===== config.mk =====
export PLATFORM = sky130hd
export DESIGN_NAME = argon_operand_sequencer
export DESIGN_NICKNAME = d
export VERILOG_FILES = /design/src/rtl/argon_operand_sequencer.sv
export SDC_FILE = /design/constraint.sdc
export NUM_CORES = 1
export LEC_CHECK = 0
export ABC_AREA = 0
export CORE_MARGIN = 2
export CORE_UTILIZATION = 47
export CTS_BUF_LIST = sky130_fd_sc_hd__clkbuf_4
export CTS_CLUSTER_DIAMETER = 150
export DETAILED_ROUTE_END_ITERATION = 12
export PLACE_DENSITY = 0.88
export REMOVE_ABC_BUFFERS = 1
export SLEW_MARGIN = 30
export SYNTH_ARGS = -nofsm -noshare
export SYNTH_HDL_FRONTEND = slang
export SYNTH_SLANG_ARGS = --single-unit

===== constraint.sdc =====
create_clock -name i_Clk -period 2.4 [get_ports i_Clk]
set_input_delay 0.6 -clock i_Clk [delete_from_list [all_inputs] [get_ports i_Clk]]
set_output_delay 0.6 -clock i_Clk [all_outputs]
set_load 0.01 [all_outputs]

===== src/rtl/argon_operand_sequencer.sv =====
// Operand sequencer: select latch, read A/B from the regfile bus, hand the operands to the ALU, write back.
// Optional ARGON_OPSEQ_UNARY_EN adds i_unary, which skips the B read and forces operand B to zero.
module argon_operand_sequencer #(
  parameter int WORD_W  = 16,
  parameter int INDEX_W = 3,
  parameter int CMD_W   = 4,
  parameter int OP_W    = 5
) (
  input  logic               i_Clk,
  input  logic               i_Reset,
`ifdef ARGON_OPSEQ_UNARY_EN
  input  logic               i_unary,
`endif
  input  logic               i_ins_valid,
  output logic               o_ins_ready,
  input  logic [INDEX_W-1:0] i_idx_a,
  input  logic [INDEX_W-1:0] i_idx_b,
  input  logic [INDEX_W-1:0] i_idx_c,
  input  logic [OP_W-1:0]    i_op,
  output logic               o_rf_valid,
  output logic [CMD_W-1:0]   o_rf_command,
  output logic [WORD_W-1:0]  o_rf_data,
  input  logic               i_rf_valid,
  input  logic [WORD_W-1:0]  i_rf_data,
  output logic               o_ex_valid,
  input  logic               i_ex_ready,
  output logic [WORD_W-1:0]  o_ex_a,
  output logic [WORD_W-1:0]  o_ex_b,
  output logic [OP_W-1:0]    o_ex_op,
  input  logic               i_res_valid,
  input  logic [WORD_W-1:0]  i_res_data,
  output logic               o_busy,
  output logic               o_err
);

  // state | meaning
  // IDLE  | waiting for an instruction, o_ins_ready high
  // SEL   | COM_LATCHSEL with packed {c,b,a} indices
  // RDA   | COM_READA, capture operand A
  // RDB   | COM_READB, capture operand B
  // EXEC  | operands offered to the ALU until i_ex_ready
  // WAIT  | waiting for the ALU result pulse
  // WB    | COM_LATCHC with the result
  typedef enum logic [2:0] {
    S_IDLE, S_SEL, S_RDA, S_RDB, S_EXEC, S_WAIT, S_WB
  } state_t;

  localparam logic [CMD_W-1:0] COM_NOP      = CMD_W'(0);
  localparam logic [CMD_W-1:0] COM_LATCHSEL = CMD_W'(1);
  localparam logic [CMD_W-1:0] COM_READA    = CMD_W'(2);
  localparam logic [CMD_W-1:0] COM_READB    = CMD_W'(3);
  localparam logic [CMD_W-1:0] COM_LATCHC   = CMD_W'(4);

  state_t              state_q, state_d;
  logic [INDEX_W-1:0]  idx_a_q, idx_a_d, idx_b_q, idx_b_d, idx_c_q, idx_c_d;
  logic [OP_W-1:0]     op_q, op_d;
  logic [WORD_W-1:0]   ex_a_q, ex_a_d, ex_b_q, ex_b_d, res_q, res_d;
  logic                err_q, err_d;
  logic                unary_w;

`ifdef ARGON_OPSEQ_UNARY_EN
  logic unary_q, unary_d;
  assign unary_w = unary_q;
`else
  assign unary_w = 1'b0;
`endif

  always_ff @(posedge i_Clk) begin
    if (i_Reset) begin
      state_q <= S_IDLE;
      idx_a_q <= '0;
      idx_b_q <= '0;
      idx_c_q <= '0;
      op_q    <= '0;
      ex_a_q  <= '0;
      ex_b_q  <= '0;
      res_q   <= '0;
      err_q   <= 1'b0;
`ifdef ARGON_OPSEQ_UNARY_EN
      unary_q <= 1'b0;
`endif
    end else begin
      state_q <= state_d;
      idx_a_q <= idx_a_d;
      idx_b_q <= idx_b_d;
      idx_c_q <= idx_c_d;
      op_q    <= op_d;
      ex_a_q  <= ex_a_d;
      ex_b_q  <= ex_b_d;
      res_q   <= res_d;
      err_q   <= err_d;
`ifdef ARGON_OPSEQ_UNARY_EN
      unary_q <= unary_d;
`endif
    end
  end

  always_comb begin
    state_d      = state_q;
    idx_a_d      = idx_a_q;
    idx_b_d      = idx_b_q;
    idx_c_d      = idx_c_q;
    op_d         = op_q;
    ex_a_d       = ex_a_q;
    ex_b_d       = ex_b_q;
    res_d        = res_q;
    err_d        = err_q;
`ifdef ARGON_OPSEQ_UNARY_EN
    unary_d      = unary_q;
`endif
    o_ins_ready  = 1'b0;
    o_rf_valid   = 1'b0;
    o_rf_command = COM_NOP;
    o_rf_data    = '0;
    o_ex_valid   = 1'b0;

    case (state_q)
      S_IDLE: begin
        o_ins_ready = 1'b1;
        if (i_ins_valid) begin
          idx_a_d = i_idx_a;
          idx_b_d = i_idx_b;
          idx_c_d = i_idx_c;
          op_d    = i_op;
`ifdef ARGON_OPSEQ_UNARY_EN
          unary_d = i_unary;
`endif
          state_d = S_SEL;
        end
      end
      S_SEL: begin
        o_rf_valid   = 1'b1;
        o_rf_command = COM_LATCHSEL;
        o_rf_data    = {{(WORD_W-3*INDEX_W){1'b0}}, idx_c_q, idx_b_q, idx_a_q};
        state_d      = S_RDA;
      end
      S_RDA: begin
        o_rf_command = COM_READA;
        ex_a_d       = i_rf_valid ? i_rf_data : '0;
        err_d        = err_q | ~i_rf_valid;
        if (unary_w) begin
          ex_b_d  = '0;
          state_d = S_EXEC;
        end else begin
          state_d = S_RDB;
        end
      end
      S_RDB: begin
        o_rf_command = COM_READB;
        ex_b_d       = i_rf_valid ? i_rf_data : '0;
        err_d        = err_q | ~i_rf_valid;
        state_d      = S_EXEC;
      end
      S_EXEC: begin
        o_ex_valid = 1'b1;
        if (i_ex_ready) state_d = S_WAIT;
      end
      S_WAIT: begin
        if (i_res_valid) begin
          res_d   = i_res_data;
          state_d = S_WB;
        end
      end
      S_WB: begin
        // Issued even for idx_c == 0; the regfile drops writes to r0.
        o_rf_valid   = 1'b1;
        o_rf_command = COM_LATCHC;
        o_rf_data    = res_q;
        state_d      = S_IDLE;
      end
      default: state_d = S_IDLE;
    endcase
  end

  assign o_ex_a  = ex_a_q;
  assign o_ex_b  = ex_b_q;
  assign o_ex_op = op_q;
  assign o_busy  = (state_q != S_IDLE);
  assign o_err   = err_q;

endmodule

## Word level (Yosys, flattened, before mapping)

Index checks and enable logic that the tools add are counted.

- Register bits: 66
- Bits of input ports: 52
- Output and inout bits: 62
- Logic and storage cells: 37

- Eq/ne operators: 9
- Mux-type cells: 10
- Bitwise logic cells: 2
- Reductions and logical operators: 7

Operators by type and width:

| cell | count |
|---|---|
| 16-bit one-hot mux with 2 select lines | 1 |
| 3-bit one-hot mux with 6 select lines | 1 |
| 16-bit 2-to-1 mux | 1 |
| 3-bit one-hot mux with 4 select lines | 1 |
| 3-bit == test, second input constant | 3 |
| 3-bit 2-to-1 mux | 3 |
| 3-bit by 2-bit == test with 1-bit output, second input constant | 2 |
| 2-bit inequality test, second input constant | 3 |
| 2-bit AND reduction | 2 |
| 2-bit OR reduction | 2 |
| 3-bit by 1-bit == test with 1-bit output, second input constant | 1 |
| 3-bit zero test | 1 |
| 1-bit 2-to-1 mux | 3 |
| 3-bit AND reduction | 1 |
| 3-bit nonzero test | 1 |
| 1-bit inverter | 1 |
| 1-bit OR | 1 |

## Logic depth before layout (Yosys ltp)

- Depth in word-level cells: 3
- Mapped depth: 6
- Depth with buffers taken out: 3

## Worst setup path before layout

Ideal clock, no wire load.

- Path kind: reg2out
- Start: reg state_q[0]
- End: out o_rf_data[0]
- Arrival time: 1,237 ps
- Data required time: 1,800 ps
- Slack: 563 ps
- Stages on the path, launching flop included: 5
- Buffers on the path: 2
- Path through: dfxtp_1 buf_6 buf_4 nor3b_2 a22o_1

- Word-level cells in the longest chain between the ends: 2
- Elaborated cells between the ends (all ways): 3
- Those cells by class: eq/ne: 2; mux: 1

Ends and longest elaborated chain:

| item | RTL line | source |
|---|---|---|
| from (decl) | 54 | `state_t state_q, state_d;` |
| from (signal assigned) | 83 | `state_q <= state_d;` |
| 3-bit == test or 3-bit by 1-bit == test with 1-bit output (tied branches) | 117 | `case (state_q)` |
| 16-bit one-hot mux with 2 select lines (*) | 117 |  |
| to (decl) | 22 | `output logic [WORD_W-1:0] o_rf_data,` |

Mark *: on every way between the ends. The rest lies on a longest branch, timed or not.

## Worst setup path after layout

- Start: reg state_q[2]
- End: out o_rf_command[2]

- Word-level cells in the longest chain between the ends: 2
- Elaborated cells between the ends (all ways): 5
- Those cells by class: eq/ne: 4; mux: 1

Ends and longest elaborated chain:

| item | RTL line | source |
|---|---|---|
| 3-bit == test (tied with other cells) | 117 |  |
| 3-bit one-hot mux with 4 select lines (*) | 117 |  |
| to (decl) | 21 | `output logic [CMD_W-1:0] o_rf_command,` |

Marked as above.

==> reports/qor.csv <==
metric,value,unit
CP max-delay cell,clkdlybuf4s50_1,
worst skew pair latency,390,ps
routed len/inst,14.3,um
"Cell Area, Placed",3790,sq um
Crit path required time,1800,ps
estimated wirelength of the detail-placed design,5080,um
worst rel slew slack,52.6,%
total gr overflow,0,
DR pass1 iterations,4,
I/O pins,114,
via density per instance,5.17,
fin. max-slew vios,0,
PwrDens,737,nW/um^2
Mapped Cells,329,
Fmax,0.438,GHz
area of the multi-input gates,1180,sq um
"Seq/Total Area, Yosys",49.4,%
maxcap violations,0,
Detail Route Antenna Nets,0,
Final Hold Fails,0,
die footprint,6310,sq um
DRT iter0 DRCs,86,
WP data arrival,1680,ps
Worst path max stage delay,530,ps
# DRC,0,
CTS sink count,66,
Worst Hold Class,reg -> reg,
largest area contributor in the netlist,dfxtp_1,
Filler Cells Inserted,414,
Nets,487,
Longest Clk Path Bufs,2,
CTS tree,yes,
Worst Path Buf+Inv,2,
Setup WS pre-CTS,188,ps
"critical path fanouts, max",7,
IO Port Bufs,112,
largest net degree at the start of global routing,34,
drt total wl,7340,um
crit share post-route,95.1,%
worst r2r path cells,4,
Leak,0.00158,uW
CTS clock-pin slew for the worst setup and hold paths,110,ps
Layout Skew,17.4,ps
initial antenna violation count,0,
instance count on the critical path,4,
"CP delay by family, top",buffers and inverters,
Worst Tran Pin Value,710,ps
library cells used by synthesis,32,
Yosys reg bits,66,
maximum vdd ir drop,0.000556,V
area grow syn2layout,50.7,%
kind of critical path,reg -> out,
Hold Path Cell Cnt,2,
syn_area_per_cell,8.13,sq um
top-count cell post-synth,nand2_1,
Main synth FF type,dfxtp_1,
Final setup violation count,0,
CP cell instances,"nand2_1, nor2_4, buf_4, clkdlybuf4s50_1",
CTS buffer count,9,
Synth async-reset ratio,0,%
n_diodes,0,
Synth warnings,0,
synthesized area,2680,sq um
routed via count,2647,
Initial Util,48.6,%
CTS root buffer,clkbuf_4,
RSZ-0062 raised after global routing,false,
area share of the largest cell type after synthesis,49.4,%
Finished Core Util,73.2,%
Startpoint Class,flop,
FF+latch area,1330,sq um
CP endpoint kind,primary output,
die width,79.4,um
setup TNS,0,ps
Post-synth EDFFs,0,
first-pass GRT wire length,11400,um
vias in the first global route,2476,
Layout Cell Area excl Fill,4030,sq um
routability cong.,0.752,
GR Util All Layers,22.8,%
Die H,79.4,um
share of layout cells above drive strength 1,8.86,%
status,"complete, no violations",
post-layout minimum cycle time,2280,ps
row count,27,
synth cell count leaders,"nand2_1 (93), dfxtp_1 (66), a21oi_1 (64)",
Placeable Area,5510,sq um
synth top area cells,"dfxtp_1 (49%), nand2_1 (13%), a21oi_1 (12%)",
H-Tree Depth,3,
Final WS setup,118,ps
tightest hold or removal path: stages (launching register included):
cell and delay, ps:
dfxtp_1 320, nand2_1 50, a21oi_1 50
power breakdown:
part           switching (uW)  internal, uW  total [uW]  leakage, uW
combinational             363           356         720     0.000932
clock                     382           640        1020     0.000108
sequential               51.5          1180        1230     0.000536
total                     797          2170        2970      0.00158
placed cells by master, fill, tap and decap left out, types with 2 or more instances in the layout:
cell and instances:
a22o_1 9, nand2_1 93, buf_6 2, a21oi_1 64, nand3_1 33, nor2b_1 2, nor2_1 4, dlymetal6s2s_1 4
o31ai_1 2, inv_1 3, and2_1 7, bufinv_16 4, clkbuf_4 10, dfxtp_1 63, dfxtp_2 3, clkdlybuf4s50_1 93
dlygate4sd2_1 14, buf_4 9
final timing paths:
path | slack [ps] | startpoint | to
max reg2reg | 790 | state_q[1] | o_ex_op[1]
min | 460 | res_q[15] | res_q[15]
min reg2reg | 460 | res_q[15] | res_q[15]
max | 120 | state_q[2] | o_rf_command[2]
layer usage:
metal | up-vias | GRT usage [%] | part of all wire, %
met4 | 0 | 8.28 | 0.34
met3 | 4 | 8.60 | 10
li1 | 1314 | - | -
met5 | - | 0 | 0
met1 | 1216 | 26.5 | 41
met2 | 113 | 38.3 | 48
per-stage QoR:
stage                     total power (uW)  std cells  hold slack, ps
after global routing                  3100        512             477
after CTS                             2980        512             459
after floorplan                       1560        300             426
final                                 2970        512             456
after global placement                1950        494             437
after detailed placement              1970        494             444
cells by family (layout without fill, tap and decap cells):
group | count (synthesis) | after routing | share of synthesized area [%]
flip-flops | 66 | 66 | 49.4
buffers and inverters | 32 | 143 | 6.59
multiplexers | 1 | 1 | 0.374
XOR/XNOR | 1 | 1 | 0.327
AO/OA/AOI/OAI | 75 | 75 | 15.5
AND/OR/NAND/NOR | 153 | 153 | 27.7
other | 1 | 1 | 0.140
sequential cells by signal (all words and copies together) (netlist names):
signal,count
o_ex_a,16
o_ex_b,16
res_q,16
o_ex_op,5
idx_a_q,3
idx_b_q,3
idx_c_q,3
state_q,3
o_err,1
repair_timing:
| action | in CTS | in global routing |
|---|---|---|
| hold buffers | 0 | 0 |
| setup endpoints to repair | 21 | 7 |
| resized for setup | 17 | 7 |
| pin swaps | 1 | 0 |
| setup buffers | 2 | 0 |
cell type report:
cell class,count,share of cell area (%)
multi-input cells,231,29.3
well taps,72,2.23
inverters,3,0.279
clock buffers,10,1.86
flip-flops and latches,66,32.9
repair buffers,124,30.2
clock inverters,6,3.20
Note: power is estimated with default switching activity, not from simulation.
